`config.mk`:
```
export PLATFORM = sky130hd
export DESIGN_NAME = imem_loader_flat
export DESIGN_NICKNAME = d
export VERILOG_FILES = /design/src/rtl/imem_loader_pkg.sv /design/src/rtl/imem_loader_if.sv /design/src/rtl/imem_word_packer.sv /design/src/rtl/imem_loader.sv /design/src/flat_wrapper.sv
export SDC_FILE = /design/constraint.sdc
export NUM_CORES = 1
export LEC_CHECK = 0
export CAP_MARGIN = 0
export CELL_PAD_IN_SITES_DETAIL_PLACEMENT = 1
export CELL_PAD_IN_SITES_GLOBAL_PLACEMENT = 2
export CORE_MARGIN = 10
export CORE_UTILIZATION = 35
export CTS_BUF_LIST = sky130_fd_sc_hd__clkbuf_8
export DETAILED_ROUTE_END_ITERATION = 12
export GPL_TIMING_DRIVEN = 1
export PLACE_DENSITY = 0.77
export SLEW_MARGIN = 15
export SYNTH_ARGS = -nofsm -noshare
export SYNTH_HDL_FRONTEND = slang
export SYNTH_SLANG_ARGS = --single-unit
```
`constraint.sdc`:
```
create_clock -name clk -period 6.9 [get_ports clk]
set_input_delay 1.725 -clock clk [delete_from_list [all_inputs] [get_ports clk]]
set_output_delay 1.725 -clock clk [all_outputs]
set_load 0.02 [all_outputs]
```
`src/rtl/imem_loader_pkg.sv`:
```
// Shared types and helpers for the instruction-memory boot loader.
// Holds the frame FSM state encoding, the length width and the strobe helper.
package imem_loader_pkg;

  localparam int LEN_W = 16;

  typedef enum logic [2:0] {
    ST_LEN_LO = 3'd0,
    ST_LEN_HI = 3'd1,
    ST_DATA   = 3'd2,
    ST_CSUM   = 3'd3,
    ST_DONE   = 3'd4,
    ST_ERR    = 3'd5
  } state_t;

  // Lane strobe for a word whose highest filled lane is last_lane.
  function automatic logic [3:0] strb_from_lanes(input logic [1:0] last_lane);
    logic [3:0] strb;
    case (last_lane)
      2'd0:    strb = 4'b0001;
      2'd1:    strb = 4'b0011;
      2'd2:    strb = 4'b0111;
      default: strb = 4'b1111;
    endcase
    return strb;
  endfunction

endpackage

```
`src/rtl/imem_loader_if.sv`:
```
// Byte-link, memory write port and boot status bundle of the loader.
// The loader uses the slave view; the host/memory side uses the master view.
interface imem_loader_if #(
  parameter int ADDR_W = 32
);
  logic [7:0]        rx_data;
  logic              rx_valid;
  logic              rx_ready;
  logic              start;
  logic              mem_we;
  logic [ADDR_W-1:0] mem_addr;
  logic [31:0]       mem_wdata;
  logic [3:0]        mem_wstrb;
  logic              core_hold;
  logic              done;
  logic              err;

  modport slave (
    input  rx_data, rx_valid, start,
    output rx_ready, mem_we, mem_addr, mem_wdata, mem_wstrb, core_hold, done, err
  );

  modport master (
    output rx_data, rx_valid, start,
    input  rx_ready, mem_we, mem_addr, mem_wdata, mem_wstrb, core_hold, done, err
  );
endinterface

```
`src/rtl/imem_word_packer.sv`:
```
// Assembles little-endian payload bytes into 32-bit words and issues one
// registered write per full word or per final partial word.
module imem_word_packer
  import imem_loader_pkg::*;
#(
  parameter int          ADDR_W    = 32,
  parameter int unsigned BASE_ADDR = 0
) (
  input  logic              clk,
  input  logic              rst,
  input  logic              i_clear,
  input  logic              i_byte_vld,
  input  logic [7:0]        i_byte,
  input  logic              i_last,
  output logic              o_we,
  output logic [ADDR_W-1:0] o_addr,
  output logic [31:0]       o_wdata,
  output logic [3:0]        o_wstrb
);

  localparam logic [ADDR_W-1:0] BASE = ADDR_W'(BASE_ADDR);

  logic [31:0]       r_acc;
  logic [1:0]        r_lane;
  logic [ADDR_W-1:0] r_waddr;
  logic              r_we;
  logic [ADDR_W-1:0] r_addr;
  logic [31:0]       r_wdata;
  logic [3:0]        r_wstrb;

  logic [31:0]       w_acc_merged;
  logic              w_flush;

  // Accumulator with the incoming byte dropped into the current lane.
  for (genvar gi = 0; gi < 4; gi++) begin : g_lane
    assign w_acc_merged[8*gi +: 8] = (r_lane == 2'(gi)) ? i_byte : r_acc[8*gi +: 8];
  end

  assign w_flush = i_byte_vld && ((r_lane == 2'd3) || i_last);

  always_ff @(posedge clk or posedge rst) begin
    if (rst) begin
      r_acc   <= '0;
      r_lane  <= '0;
      r_waddr <= BASE;
      r_we    <= 1'b0;
      r_addr  <= BASE;
      r_wdata <= '0;
      r_wstrb <= '0;
    end else begin
      r_we <= 1'b0;
      if (i_clear) begin
        r_acc   <= '0;
        r_lane  <= '0;
        r_waddr <= BASE;
      end else if (i_byte_vld) begin
        if (w_flush) begin
          // Accumulator empties here so the next byte lands in lane 0.
          r_we    <= 1'b1;
          r_addr  <= r_waddr;
          r_wdata <= w_acc_merged;
          r_wstrb <= strb_from_lanes(r_lane);
          r_acc   <= '0;
          r_lane  <= '0;
          r_waddr <= r_waddr + ADDR_W'(4);
        end else begin
          r_acc  <= w_acc_merged;
          r_lane <= r_lane + 2'd1;
        end
      end
    end
  end

  assign o_we    = r_we;
  assign o_addr  = r_addr;
  assign o_wdata = r_wdata;
  assign o_wstrb = r_wstrb;

endmodule

```
`src/rtl/imem_loader.sv`:
```
// Boot loader: parses LEN/payload/CSUM frames from a byte link, writes the
// payload to instruction memory and releases the core once the frame checks out.
module imem_loader
  import imem_loader_pkg::*;
#(
  parameter int          MEM_BYTES = 256,
  parameter int unsigned BASE_ADDR = 0,
  parameter int          ADDR_W    = 32
) (
  input  logic         clk,
  input  logic         rst,
  imem_loader_if.slave bus
);

  localparam logic [LEN_W:0] MAX_LEN = (LEN_W+1)'(MEM_BYTES);

  state_t           r_state;
  state_t           w_state_next;
  logic [7:0]       r_sum;
  logic [7:0]       r_len_lo;
  logic [LEN_W-1:0] r_len;
  logic [LEN_W-1:0] r_cnt;

  logic             w_rx_ready;
  logic             w_core_hold;
  logic             w_done;
  logic             w_err;
  logic             w_accept;
  logic             w_restart;
  logic             w_last;
  logic             w_payload;
  logic [LEN_W-1:0] w_len_full;
  logic [7:0]       w_sum_next;

  assign w_accept   = bus.rx_valid && w_rx_ready;
  assign w_len_full = {bus.rx_data, r_len_lo};
  assign w_sum_next = r_sum + bus.rx_data;
  assign w_last     = (r_cnt == (r_len - LEN_W'(1)));
  assign w_payload  = w_accept && (r_state == ST_DATA);
  assign w_restart  = bus.start && ((r_state == ST_DONE) || (r_state == ST_ERR));

  always_ff @(posedge clk or posedge rst) begin
    if (rst) r_state <= ST_LEN_LO;
    else     r_state <= w_state_next;
  end

  always_comb begin
    w_state_next = r_state;
    w_rx_ready   = 1'b0;
    w_core_hold  = 1'b1;
    w_done       = 1'b0;
    w_err        = 1'b0;
    case (r_state)
      ST_LEN_LO: begin
        w_rx_ready = 1'b1;
        if (w_accept) w_state_next = ST_LEN_HI;
      end
      ST_LEN_HI: begin
        w_rx_ready = 1'b1;
        if (w_accept) begin
          if ({1'b0, w_len_full} > MAX_LEN) w_state_next = ST_ERR;
          else if (w_len_full == '0)        w_state_next = ST_CSUM;
          else                              w_state_next = ST_DATA;
        end
      end
      ST_DATA: begin
        w_rx_ready = 1'b1;
        if (w_accept && w_last) w_state_next = ST_CSUM;
      end
      ST_CSUM: begin
        w_rx_ready = 1'b1;
        if (w_accept) w_state_next = (w_sum_next == 8'h00) ? ST_DONE : ST_ERR;
      end
      ST_DONE: begin
        w_core_hold = 1'b0;
        w_done      = 1'b1;
        if (bus.start) w_state_next = ST_LEN_LO;
      end
      ST_ERR: begin
        w_err = 1'b1;
        if (bus.start) w_state_next = ST_LEN_LO;
      end
      default: w_state_next = ST_LEN_LO;
    endcase
  end

  // Checksum covers every accepted byte, length and CSUM bytes included.
  always_ff @(posedge clk or posedge rst) begin
    if (rst) begin
      r_sum    <= '0;
      r_len_lo <= '0;
      r_len    <= '0;
      r_cnt    <= '0;
    end else if (w_restart) begin
      r_sum    <= '0;
      r_len_lo <= '0;
      r_len    <= '0;
      r_cnt    <= '0;
    end else if (w_accept) begin
      r_sum <= w_sum_next;
      case (r_state)
        ST_LEN_LO: r_len_lo <= bus.rx_data;
        ST_LEN_HI: begin
          r_len <= w_len_full;
          r_cnt <= '0;
        end
        ST_DATA:   r_cnt <= r_cnt + LEN_W'(1);
        default:   ;
      endcase
    end
  end

  imem_word_packer #(
    .ADDR_W    (ADDR_W),
    .BASE_ADDR (BASE_ADDR)
  ) u_packer (
    .clk        (clk),
    .rst        (rst),
    .i_clear    (w_restart),
    .i_byte_vld (w_payload),
    .i_byte     (bus.rx_data),
    .i_last     (w_last),
    .o_we       (bus.mem_we),
    .o_addr     (bus.mem_addr),
    .o_wdata    (bus.mem_wdata),
    .o_wstrb    (bus.mem_wstrb)
  );

  assign bus.rx_ready  = w_rx_ready;
  assign bus.core_hold = w_core_hold;
  assign bus.done      = w_done;
  assign bus.err       = w_err;

endmodule

```
`src/flat_wrapper.sv`:
```
// flat-port wrapper written by rule: the top's interface ports become plain ports
module imem_loader_flat import imem_loader_pkg::*;
#(
  parameter int          MEM_BYTES = 256,
  parameter int unsigned BASE_ADDR = 0,
  parameter int          ADDR_W    = 32
)
  (clk, rst, bus_rx_data, bus_rx_valid, bus_start, bus_rx_ready, bus_mem_we, bus_mem_addr, bus_mem_wdata, bus_mem_wstrb, bus_core_hold, bus_done, bus_err);
  imem_loader_if #(.ADDR_W(ADDR_W)) bus_i ();
  input  logic clk;
  input  logic rst;
  input wire logic [$bits(bus_i.rx_data)-1:0] bus_rx_data;
  input wire logic [$bits(bus_i.rx_valid)-1:0] bus_rx_valid;
  input wire logic [$bits(bus_i.start)-1:0] bus_start;
  output wire logic [$bits(bus_i.rx_ready)-1:0] bus_rx_ready;
  output wire logic [$bits(bus_i.mem_we)-1:0] bus_mem_we;
  output wire logic [$bits(bus_i.mem_addr)-1:0] bus_mem_addr;
  output wire logic [$bits(bus_i.mem_wdata)-1:0] bus_mem_wdata;
  output wire logic [$bits(bus_i.mem_wstrb)-1:0] bus_mem_wstrb;
  output wire logic [$bits(bus_i.core_hold)-1:0] bus_core_hold;
  output wire logic [$bits(bus_i.done)-1:0] bus_done;
  output wire logic [$bits(bus_i.err)-1:0] bus_err;
  assign bus_i.rx_data = bus_rx_data;
  assign bus_i.rx_valid = bus_rx_valid;
  assign bus_i.start = bus_start;
  assign bus_rx_ready = bus_i.rx_ready;
  assign bus_mem_we = bus_i.mem_we;
  assign bus_mem_addr = bus_i.mem_addr;
  assign bus_mem_wdata = bus_i.mem_wdata;
  assign bus_mem_wstrb = bus_i.mem_wstrb;
  assign bus_core_hold = bus_i.core_hold;
  assign bus_done = bus_i.done;
  assign bus_err = bus_i.err;
  imem_loader #(.MEM_BYTES(MEM_BYTES), .BASE_ADDR(BASE_ADDR), .ADDR_W(ADDR_W)) u_core (.clk(clk), .rst(rst), .bus(bus_i));
endmodule
```
======== Word-level counts from Yosys, hierarchy flattened ========
Index checks and enable logic that the tools add are counted.
word-level totals
  register bits ........................... 186
  input bits .............................. 12
  output and inout port bits .............. 73
  logic and storage cells ................. 99
cells by class
  add/sub/neg operators ................... 5
  magnitude comparators ................... 1
  equality and inequality tests ........... 14
  muxes and demuxes ....................... 41
  bitwise operators ....................... 1
  reduce and logical (&&, ||, !) cells .... 25
operators with widths
  cell                                                             count
  two-way mux 32 bit                                               6
  two-way mux 16 bit                                               5
  two-way mux 8 bit                                                9
  adder 32 x 3 -> 32 bit (second input constant)                   1
  one-hot mux 16 bit (2 select lines)                              1
  two-way mux 3 bit                                                6
  adder 16 x 1 -> 16 bit (second input constant)                   1
  equality test 16 bit                                             1
  greater-than comparator 16 x 9 -> 1 bit (second input constant)  1
  logical NOT 16 bit                                               1
  subtractor 16 x 1 -> 16 bit (second input constant)              1
  one-hot mux 3 bit (5 select lines)                               1
  one-hot mux 4 bit (3 select lines)                               1
  nonzero test 2 bit                                               5
  two-way mux 1 bit                                                9
  adder 8 bit                                                      1
  logical NOT 8 bit                                                1
  inequality test 2 x 1 -> 1 bit (second input constant)           4
  AND reduction 2 bit                                              4
  equality test 3 x 2 -> 1 bit (second input constant)             2
  equality test 3 bit (second input constant)                      2
  two-way mux 2 bit                                                3
  logical AND 1 bit                                                5
  AND reduction 5 bit                                              1
  other kinds (13)                                                 15

======== Depth between registers and ports, before layout ========
Gate-level depths: netlist of the first run.
  depth after elaboration ................. 9
  gate-level depth with buffers ........... 14
  mapped depth without buffers ............ 12

======== By module ========
From an unflattened synthesis of the first run, not the netlist that was laid out.
second synthesis, totals
  cell total of the unflattened synthesis .. 890
  area, all modules ....................... 8996.1 µm²
by module, submodules not included
  module            times used  cells an instance  area each (µm²)  seq. area each (µm²)
  imem_word_packer  1           496                5650.4           3278.1
  imem_loader       1           394                3345.7           1276.2

======== Least setup slack after synthesis of the first run ========
OpenSTA, ideal clock, no wires.
  kind .................................... input to register
  start ................................... input port bus_rx_valid
  end ..................................... register u_core.u_packer.r_waddr[28]
  setup time .............................. 0.078 ns
  data arrival time ....................... 3.527 ns
  required time ........................... 6.822 ns
  setup slack ............................. 3.295 ns
  cell stages on the path ................. 9
  buffers on the path ..................... 2
  cell sequence ........................... nand2b_1 -> nor2_1 -> nand2_1 -> or3_1 -> clkbuf_1 -> nand2b_1 -> buf_1 -> or4_1 -> a21oi_1
on the way
  word-level cells in the longest chain between the ends .. 5
ends and longest elaborated chain
  what                                      line                    text
  from (decl)                               flat_wrapper.sv:13      input wire logic [$bits(bus_i.rx_valid)-1:0] bus_rx_valid;
  logical AND 1 bit (*)                     imem_loader.sv:35       assign w_accept = bus.rx_valid && w_rx_ready;
  logical AND 1 bit (*)                     imem_loader.sv:39       assign w_payload = w_accept && (r_state == ST_DATA);
  logical AND 1 bit                         imem_word_packer.sv:39  assign w_flush = i_byte_vld && ((r_lane == 2'd3) || i_last);
  nonzero test 2 bit (no source line)       n/a
  AND reduction 2 bit (no source line) (*)  n/a
  to (signal assigned)                      imem_word_packer.sv:65  r_waddr <= r_waddr + ADDR_W'(4);
  to (decl)                                 imem_word_packer.sv:25  logic [ADDR_W-1:0] r_waddr;
Every way passes the cells marked *; elsewhere a longest branch is shown, timed or not.
A chain may end at the register's enable or synchronous reset.

======== Worst setup path after layout of the first run ========
  start ................................... input port bus_rx_valid
  end ..................................... register u_core.u_packer.r_waddr[31]
Same word-level chain as after synthesis.

==> results by group, run 1 <==
Setup path
  – Crit Path Max Fanout: 20
  – R2R setup slack: about 2.1 ns
  – CP Cell Sequence: clkdlybuf4s50_1 > nand2b_1 > nor2_1 > buf_4 > nand4_1 > or2_2 > nand2b_1 > a2111o_1 > o21a_1 > o21a_1
  – Worst r2r dst: u_core.u_packer.o_wdata[23]
  – Crit path required time: 7.26 ns
  – CP endpoint kind: register
  – Path depth of the worst reg2reg path: 11
  – Slowest Stage Delay on Critical Path: 0.60 ns
  – FF-to-FF Start: u_core.r_len[2]
  – CP arrival: ~5.3 ns
  – WS Path Type: in2reg
  – Slowest cell on crit path: clkdlybuf4s50_1
  – Startpoint types: primary input

Pwr
  – Final Power: 2.760 mW
  – VDD IR max: 117.0 uV
  – Pwr dens: 269.1 nW/um^2
  – Static Leak: 4.418 nW

Yosys
  – Post-synth top flop: dfrtp_1
  – Area leader, netlist: dfrtp_1
  – Synth Area per Inst: 10.25 um^2
  – EDFF count, synth: 0
  – Synth Area in Simple Gates: 0.1488
  – FFs w/ async S/R, synth: 1.000
  – Post-synthesis compound-gate area fraction: 0.1534
  – Synthesized instance count: 860
  – Count leader, synth: dfrtp_1
  – Warnings from Yosys: 0
  – Adder-Cell Fraction of Synth Area: 0.02357
  – Post-synth top cells: dfrtp_1 (182), nand2_1 (82), a21oi_1 (77), nor2_1 (70), clkbuf_1 (45)
  – Mux cell area share after synthesis: 0.07810
  – Largest family of logic cells by synthesized area: compound AO/OA/AOI/OAI gates
  – Synth cell types: 65
  – Share of the synthesized area in the top cell type: 0.5169
  – Post-synthesis sequential element count: 182
  – Area contributors post-synth: dfrtp_1 (52%), a21oi_1 (4.4%), mux2i_1 (4.0%)
  – Post-synthesis sequential area ratio: 0.5169
  – XOR/XNOR share of the synthesized area: 0.03934
  – Post-Syn Area: 8811 um^2

Die
  – Starting Density: 0.3529
  – DIE AREA: 31920 um^2
  – IO Pins: 85
  – Die height: 178.7 um
  – Rows: 58
  – Core area: roughly 25000 um^2
  – Overall die width: between 150 and 200 um

Route
  – DRC errors left: 0
  – Detailed Routing Iterations Pass 1: 4
  – Vias per cell: between 5 and 6
  – Vias after detailed routing: 6653
  – Initial DRC Count: 411
  – Antenna Nets Post-Route: 0
  – Total Wirelength: 23280 um
  – WL/cell: 18.61 um

Hold path
  – Worst hold endpoint: u_core.u_packer.o_wstrb[0]
  – Hold Crit Class: reg2reg
  – Hold Crit Start: u_core.u_packer.o_wstrb[0]
  – Worst hold path depth: 1

Clocking
  – CTS resizes: 0
  – Worst skew pair latency: 0.47 ns
  – Post-CTS Setup Inserts: 0
  – TritonCTS buffer count: 17
  – Clk root buf: clkbuf_8
  – CTS tree: done
  – H-tree lvl count: 4
  – Clk buf depth: 2
  – Clock-pin transition on the worst setup and hold timing paths: 0.10 ns
  – Hold_buf cts: 0
  – CTS sink count: 182

GRT
  – Overall global routing resource usage: 0.1510
  – Global route overflow: 0
  – Largest net degree at the start of global routing: 98
  – Vias in the first global route: around 7.1k
  – First-pass GRT wire length: between 30000 and 40000 um
  – Initial antenna violation count: 0

STA
  – Period utilization: 0.7174
  – Slew margin rel.: 0.3838
  – Final slew viol count: 0
  – Fin. Hold Viols: 0
  – Clock skew: 0.02735 ns
  – Maximum clock frequency: 202.0 MHz
  – Post-route minimum period: 4.950 ns
  – Worst-margin pin slew: 0.9243 ns
  – Unrepaired setup endpoints after global routing: no
  – Post-Route Setup TNS: 0 ns
  – Final setup fails: 0

Run
  – Max_cap viols: 0

Cells and area
  – Final Net Count: 936
  – Multi-input combinational cell area: 3919 um^2
  – Area growth, synth to finish: 16.40%
  – Layout cells sized above 1: 0.09121
  – Reg area: 4554 um^2
  – Fillers: 2818
  – Diodes inserted: 0

Place
  – Routability cong.: 0.7655
  – # port buffers: 82
  – HPWL Detailed: 16120 um

Status
  – Outcome: completed
[power breakdown]
group	internal [mW]	total (mW)	leakage (nW)	switching [mW]
Sequential	1.15	1.26	2.51	0.106
Clock	0.273	0.718	0.196	0.445
Combinational	0.315	0.783	1.71	0.467
[through the flow]
| stage | worst slack [ns] | utilization | hold slack (ns) | instances | instance area (um^2) |
|---|---|---|---|---|---|
| after floorplan | 0.2313 | - | 0.4651 | 861 | 8815 |
| after global placement | 1.588 | 0.3951 | 0.4554 | 1219 | 9863 |
| after detailed placement | 1.513 | 0.3951 | 0.4666 | 1219 | 9863 |
| after CTS | 2.004 | 0.4108 | 0.4989 | 1251 | 10260 |
| after global routing | 1.647 | 0.4108 | 0.5190 | 1251 | 10260 |
| final | 1.950 | 0.4108 | 0.4906 | 1251 | 10260 |
[state kept, by name, summed over array words and instances, names as in the netlist]
register and count:
u_core.r_sum 8, u_core.r_state 3, u_core.u_packer.o_addr 30, u_core.r_len 16, u_core.r_len_lo 8, u_core.u_packer.r_lane 2, u_core.r_cnt 16, u_core.u_packer.o_we 1
u_core.u_packer.o_wdata 32, u_core.u_packer.o_wstrb 4, u_core.u_packer.r_acc 32, u_core.u_packer.r_waddr 30
[cell families (layout without fill, tap and decap cells)]
family / after synthesis / after routing
buffers and inverters: 86 / 146
AND/OR/NAND/NOR: 269 / 269
AO/OA/AOI/OAI: 203 / 203
adder cells (fa/ha/maj): 16 / 16
XOR/XNOR: 38 / 38
multiplexers: 65 / 65
flip-flops: 182 / 182
other: 1 / 2
[area by class of cell]
type | count | share of cell area
clock inverters | 15 | 0.01549
multi-input cells | 593 | 0.3821
repair buffers | 90 | 0.08588
flip-flops and latches | 182 | 0.4441
well taps | 330 | 0.04026
inverters | 24 | 0.009394
clock buffers | 17 | 0.02281
[placed cells by master, fill, tap and decap left out, drive strengths merged, types with 11 or more instances in the layout]
cell type and count:
dfrtp 182, nand2 82, clkdlybuf4s50 82, a21oi 77, nor2 70, mux2i 35
o21ai 32, inv 32, mux2 30, nand3 28, a32o 25, xnor2 22
clkbuf 17, nand4 17, xor2 15, o31ai 15, ha 15, and3 13
nor3 12, or4 11
[worst max-delay path, delay by kind of cell]
family / cells / cell delay (ns)
and+or+nand+nor: 5 / 1.84
buffers and inverters: 2 / 0.86
AOI/OAI and AO/OA: 3 / 0.87
[worst max-delay path by stage]
stage / endpoint / cells past startpoint / start / slack (ns)
after floorplan: u_core.r_cnt[0] / 1 / rst / 0.23
after global placement: u_core.u_packer.r_waddr[29] / 10 / bus_rx_valid / 1.59
after detailed placement: u_core.u_packer.r_waddr[31] / 10 / bus_rx_valid / 1.51
after CTS: u_core.u_packer.r_waddr[31] / 10 / bus_rx_valid / 2.00
after global routing: u_core.u_packer.o_wdata[15] / 11 / u_core.r_len[3] / 1.65
final: u_core.u_packer.r_waddr[31] / 10 / bus_rx_valid / 1.95
[layer usage]
metal  GRT usage  wire [um]  up-vias
li1            -          -     3180
met1      0.1955      10660     3403
met2      0.2568      11720       60
met3     0.02949        727       10
met4     0.03100        165        0
met5           0          0        -
(Power assumes the default switching activity.)
==> run 2: changes to the inputs <==
==> constraint.sdc (replaced) <==
create_clock -name clk -period 4.2 [get_ports clk]
set_input_delay 1.05 -clock clk [delete_from_list [all_inputs] [get_ports clk]]
set_output_delay 1.05 -clock clk [all_outputs]
set_load 0.02 [all_outputs]
==> run 2 against run 1 <==
Sequential power rose by 64%. First-iteration DRC count fell by 13%. Register-to-register slack got worse by 1.6 ns. Critical endpoint is now u_core.u_packer.r_waddr[13]. Largest cell class unchanged. Non-clock buffer count rose by 19. Setup slack got worse by 1.4 ns. Combinational power rose by 69%. Clock power rose by 69%. Global-route usage rose by 0.25 points. Highest routed layer unchanged. Count of clock-buffer cells in the layout did not move.
==> results by group, run 2 (same netlist as run 1, synthesis figures left out) <==
Place
  – Routability cong.: 0.7775 (+1.6%)
  – Dpl ws: 0.4134 ns (-1.099 ns)
  – HPWL Detailed: 16650 um (+3.3%)
  – # port buffers: 82 (unchanged)
  – DP Area: 10080 um^2 (+2.2%)

Cells and area
  – Layout cells sized above 1: 0.1096 (+0.01837)
  – Commonest non-fill, non-tap cell in the layout: dfrtp_1
  – Commonest non-fill, non-tap cells in the layout: dfrtp_1 (182), nand2_1 (82), clkdlybuf4s50_1 (82)
  – Area growth, synth to finish: 18.96%
  – Post-route cell area: 10480 um^2 (+2.2%)
  – Diodes inserted: 0 (unchanged)
  – Final Net Count: 955 (+2.0%)
  – Fillers: 2825 (+0.25%)

Clocking
  – Clock-pin transition on the worst setup and hold timing paths: 0.11 ns (about the same)
  – Clk root buf: clkbuf_8
  – Hold_buf cts: 0 (unchanged)
  – TritonCTS buffer count: 17 (unchanged)
  – Post-CTS Setup Inserts: 0 (unchanged)
  – CTS resizes: 0 (unchanged)
  – CTS tree: done
  – H-tree lvl count: 4 (unchanged)
  – CTS sink count: 182 (unchanged)
  – Worst skew pair latency: 0.48 ns (about the same)
  – Clk buf depth: 2 (unchanged)

Status
  – Outcome: completed

Die
  – Starting Density: 0.3529 (unchanged)
  – Rows: 58 (unchanged)
  – Core area: 24960 um^2 (unchanged)
  – Die height: 178.7 um (unchanged)
  – IO Pins: 85 (unchanged)
  – Overall die width: 178.7 um (unchanged)
  – DIE AREA: 31920 um^2 (unchanged)

Route
  – Vias after detailed routing: 6786 (+2.0%)
  – Initial DRC Count: 357 (-13%)
  – Antenna Nets Post-Route: 0 (unchanged)
  – Detailed Routing Iterations Pass 1: 4 (unchanged)
  – Total Wirelength: 23890 um (+2.6%)
  – WL/cell: 18.81 um (+1.1%)
  – DRC errors left: 0 (unchanged)
  – Vias per cell: 5.343 (+0.47%)

Setup path
  – Crit path required time: 4.60 ns (-2.66 ns)
  – CP endpoint kind: register
  – WS Path Type: reg2reg
  – Startpoint types: register
  – CP arrival: 4.10 ns (-1.21 ns)
  – Crit Path Max Fanout: 33 (+65%)

STA
  – Post-route minimum period: 3.693 ns
  – Fin. Hold Viols: 0 (unchanged)
  – Post-Route Setup TNS: 0 ns (unchanged)
  – Unrepaired setup endpoints after global routing: no
  – Maximum clock frequency: ~270 MHz
  – Period utilization: 0.8794
  – Final setup fails: 0 (unchanged)
  – Worst-margin pin slew: 0.9765 ns (+0.05221 ns)
  – Setup ws final: 0.5066 ns (-1.443 ns)
  – Slew margin rel.: 0.3476 (-0.03617)
  – Final slew viol count: 0 (unchanged)
  – Clock skew: 0.01879 ns (-0.008563 ns)

Pwr
  – VDD IR max: 201.7 uV (+72%)
  – Pwr dens: 439.6 nW/um^2 (+63%)
  – Static Leak: 4.536 nW (+2.7%)

GRT
  – Initial antenna violation count: 0 (unchanged)
  – Overall global routing resource usage: 0.1535 (+0.002512)
  – Global route overflow: 0 (unchanged)
  – First-pass GRT wire length: 39110 um (+1.3%)
  – Vias in the first global route: 7096 (+0.58%)
  – Largest net degree at the start of global routing: 69 (-30%)

Run
  – Max_cap viols: 0 (unchanged)

Hold path
  – Hold Crit Class: reg2reg
-- run 2: stage by stage --
stage	hold WS (ns)	power, mW	utilization	cells
5_1_grt	0.5114	4.922	0.4199	1270
3_3_place_gp	0.4580	3.417	0.4038	1238
6_report	0.4886	4.607	0.4199	1270
2_1_floorplan	0.4651	3.054	-	861
3_5_place_dp	0.4636	3.447	0.4038	1238
4_1_cts	0.4924	4.672	0.4199	1270
-- run 2: per-layer routing --
layer | routed length [um] | track usage
met5 | 0 | 0
met4 | 320 | 0.04547
met3 | 668 | 0.03243
met2 | 11780 | 0.2536
met1 | 11120 | 0.1983
-- run 2: path summary, 6_finish.rpt --
path	depth (start not counted)	endpoint	slack (ns)	start
worst min-delay path	1	u_core.u_packer.o_wstrb[0]	0.49	u_core.u_packer.o_wstrb[0]
min in group asynchronous	2	u_core.u_packer.o_we	1.12	rst
worst max-delay path	8	u_core.u_packer.r_waddr[13]	0.51	u_core.r_len[2]
worst min register to register	1	u_core.u_packer.o_wstrb[0]	0.49	u_core.u_packer.o_wstrb[0]
worst max register to register	8	u_core.u_packer.r_waddr[13]	0.51	u_core.r_len[2]
max in group asynchronous	3	u_core.r_len_lo[1]	2.33	rst
-- run 2: cell type report --
type,instances,area (um^2),area share
multi-input cells,593,3919,0.3739
flip-flops and latches,182,4554,0.4345
well taps,330,412.9,0.03939
inverters,24,95.09,0.009072
clock inverters,15,167.7,0.01600
clock buffers,17,234.0,0.02232
repair buffers,109,1099,0.1048
-- run 2: power by group --
group / switching (mW) / internal [mW] / leakage [nW] / total, mW
Sequential: 0.178 / 1.89 / 2.51 / 2.07
Clock: 0.716 / 0.497 / 0.205 / 1.21
Combinational: 0.778 / 0.543 / 1.82 / 1.32
-- run 2: critical path, cell delays in order, from the launching register on --
cell and delay [ns]:
dfrtp_1 0.49, nor4_4 0.56, nand4b_1 0.25, or4_1 0.51
a22oi_1 0.21, nand4_2 0.43, and2_4 0.47, or4_1 0.54
a21oi_1 0.16
==> run 3: changes to the inputs <==
--- a/config.mk
+++ b/config.mk
@@ -14,6 +14,7 @@
 export DETAILED_ROUTE_END_ITERATION = 12
 export GPL_TIMING_DRIVEN = 1
 export PLACE_DENSITY = 0.77
+export RECOVER_POWER = 25
 export SLEW_MARGIN = 15
 export SYNTH_ARGS = -nofsm -noshare
 export SYNTH_HDL_FRONTEND = slang
==> run 3 against run 2 <==
The flow now finishes with violations (max-capacitance violations, max-slew violations). Core utilization fell by 0.21 points. Worst hold slack barely moved. Sequential cell count did not move. Design area fell by 0.49%. Critical path type unchanged.
==> results by group, run 3 (same netlist as run 1, synthesis figures left out) <==
Clocking
  – CTS tree: done
  – Hold_buf cts: 0 (unchanged)
  – Clk buf depth: 2 (unchanged)
  – CTS resizes: 0 (unchanged)
  – H-tree lvl count: 4 (unchanged)
  – Worst skew pair latency: 0.48 ns (about the same)
  – TritonCTS buffer count: 17 (unchanged)
  – Post-CTS Setup Inserts: 0 (unchanged)
  – Clk root buf: clkbuf_8
  – CTS sink count: 182 (unchanged)
  – Clock-pin transition on the worst setup and hold timing paths: 0.11 ns (about the same)

STA
  – Slew margin rel.: -0.2091 (-0.5567)
  – Post-Route Setup TNS: 0 ns (unchanged)
  – Clock skew: 0.01942 ns (+0.0006324 ns)
  – Fin. Hold Viols: 0 (unchanged)
  – Maximum clock frequency: 270.4 MHz (-0.13%)
  – Post-route minimum period: 3.698 ns (+0.004805 ns)
  – Period utilization: 0.8805 (+0.001144)
  – Setup ws final: 0.5018 ns (-0.004805 ns)
  – Unrepaired setup endpoints after global routing: no
  – Worst-margin pin slew: 1.804 ns (+0.8272 ns)
  – Worst hold slack: 0.4883 ns (-0.0002640 ns)
  – Final setup fails: 0 (unchanged)
  – Final slew viol count: 97 (+97)

Cells and area
  – Post-layout util: 0.4178 (-0.002055)
  – Commonest non-fill, non-tap cells in the layout: dfrtp_1 (182), nand2_1 (82), clkdlybuf4s50_1 (81)
  – Commonest non-fill, non-tap cell in the layout: dfrtp_1
  – Layout cells sized above 1: 0.1064 (-0.003191)
  – Post-route cell area: 10430 um^2 (-0.49%)
  – Area growth, synth to finish: 18.38%
  – Diodes inserted: 0 (unchanged)
  – Final Net Count: 955 (unchanged)
  – Post-Layout Cell Count: 1270 (unchanged)

Die
  – Core area: 24960 um^2 (unchanged)
  – Rows: 58 (unchanged)
  – DIE AREA: 31920 um^2 (unchanged)
  – IO Pins: 85 (unchanged)
  – Overall die width: 178.7 um (unchanged)
  – Die height: 178.7 um (unchanged)
  – Starting Density: 0.3529 (unchanged)

Setup path
  – CP Cell Sequence: nor4_4 > nand4b_1 > or4_1 > a22oi_1 > nand4_2 > and2_4 > or4_1 > a21oi_1
  – CP endpoint kind: register
  – Crit Path Max Fanout: 33 (unchanged)
  – Slowest Stage Delay on Critical Path: 0.56 ns (about the same)
  – Most frequent CP cell: or4_1
  – CP arrival: 4.10 ns (about the same)
  – Slowest cell on crit path: nor4_4
  – Crit-path leading delay family: simple AND/OR/NAND/NOR gates
  – Crit path required time: 4.60 ns (about the same)
  – WP buf/inv: 0 (unchanged)
  – Startpoint types: register
  – WS Path Type: reg2reg

Pwr
  – Static Leak: 4.511 nW (-0.54%)
  – VDD IR max: 201.4 uV (-0.17%)
  – Final Power: 4.598 mW (-0.19%)
  – Pwr dens: 440.9 nW/um^2 (+0.30%)

Route
  – Vias per cell: 5.345 (about the same)
  – Total Wirelength: 23890 um (about the same)
  – Vias after detailed routing: 6788 (+0.029%)
  – WL/cell: 18.81 um (about the same)
  – Detailed Routing Iterations Pass 1: 4 (unchanged)
  – Initial DRC Count: 380 (+6.4%)
  – DRC errors left: 0 (unchanged)
  – Antenna Nets Post-Route: 0 (unchanged)

GRT
  – Global route overflow: 0 (unchanged)
  – Vias in the first global route: 7096 (unchanged)
  – Initial antenna violation count: 0 (unchanged)
  – Largest net degree at the start of global routing: 69 (unchanged)
  – First-pass GRT wire length: 39110 um (unchanged)
  – Overall global routing resource usage: 0.1535 (unchanged)

Status
  – Outcome: finished with violations
  – Failing checks: max-capacitance violations, max-slew violations

Hold path
  – Hold Crit Class: reg2reg

Place
  – HPWL Detailed: 16650 um (unchanged)
  – # port buffers: 82 (unchanged)
  – Routability cong.: 0.7775 (unchanged)
  – DP Area: 10080 um^2 (unchanged)
  – Inst Count DP: 1238 (unchanged)
  – Dpl ws: 0.4134 ns (unchanged)

Run
  – Max_cap viols: 3 (+3)
run 3: path summary, 6_finish.rpt:
path	start	cells after the start	endpoint	slack (ns)
max	u_core.r_len[2]	8	u_core.u_packer.r_waddr[13]	0.50
min	u_core.u_packer.o_wstrb[0]	1	u_core.u_packer.o_wstrb[0]	0.49
max reg2reg	u_core.r_len[2]	8	u_core.u_packer.r_waddr[13]	0.50
min reg2reg	u_core.u_packer.o_wstrb[0]	1	u_core.u_packer.o_wstrb[0]	0.49
max in group asynchronous	rst	3	u_core.u_packer.r_waddr[18]	0.63
min in group asynchronous	rst	2	u_core.u_packer.o_we	1.47
run 3: final cells by class:
type	count	area [um^2]
inverters	24	92.59
fillers	2828	14530
flip-flops and latches	182	4554
well taps	330	412.9
repair buffers	109	1050
clock buffers	17	234.0
clock inverters	15	167.7
multi-input cells	593	3919
run 3: metal layers:
metal | up-vias | track usage | share of wire
met2 | 85 | 0.2536 | 0.49
li1 | 3208 | - | -
met5 | - | 0 | 0
met4 | 0 | 0.04547 | 0.014
met1 | 3477 | 0.1983 | 0.46
met3 | 18 | 0.03243 | 0.034
run 3: power by group:
part / switching, mW / total, mW / internal, mW
clock: 0.714 / 1.21 / 0.497
sequential: 0.178 / 2.07 / 1.89
combinational: 0.777 / 1.31 / 0.538
total: 1.67 / 4.60 / 2.93
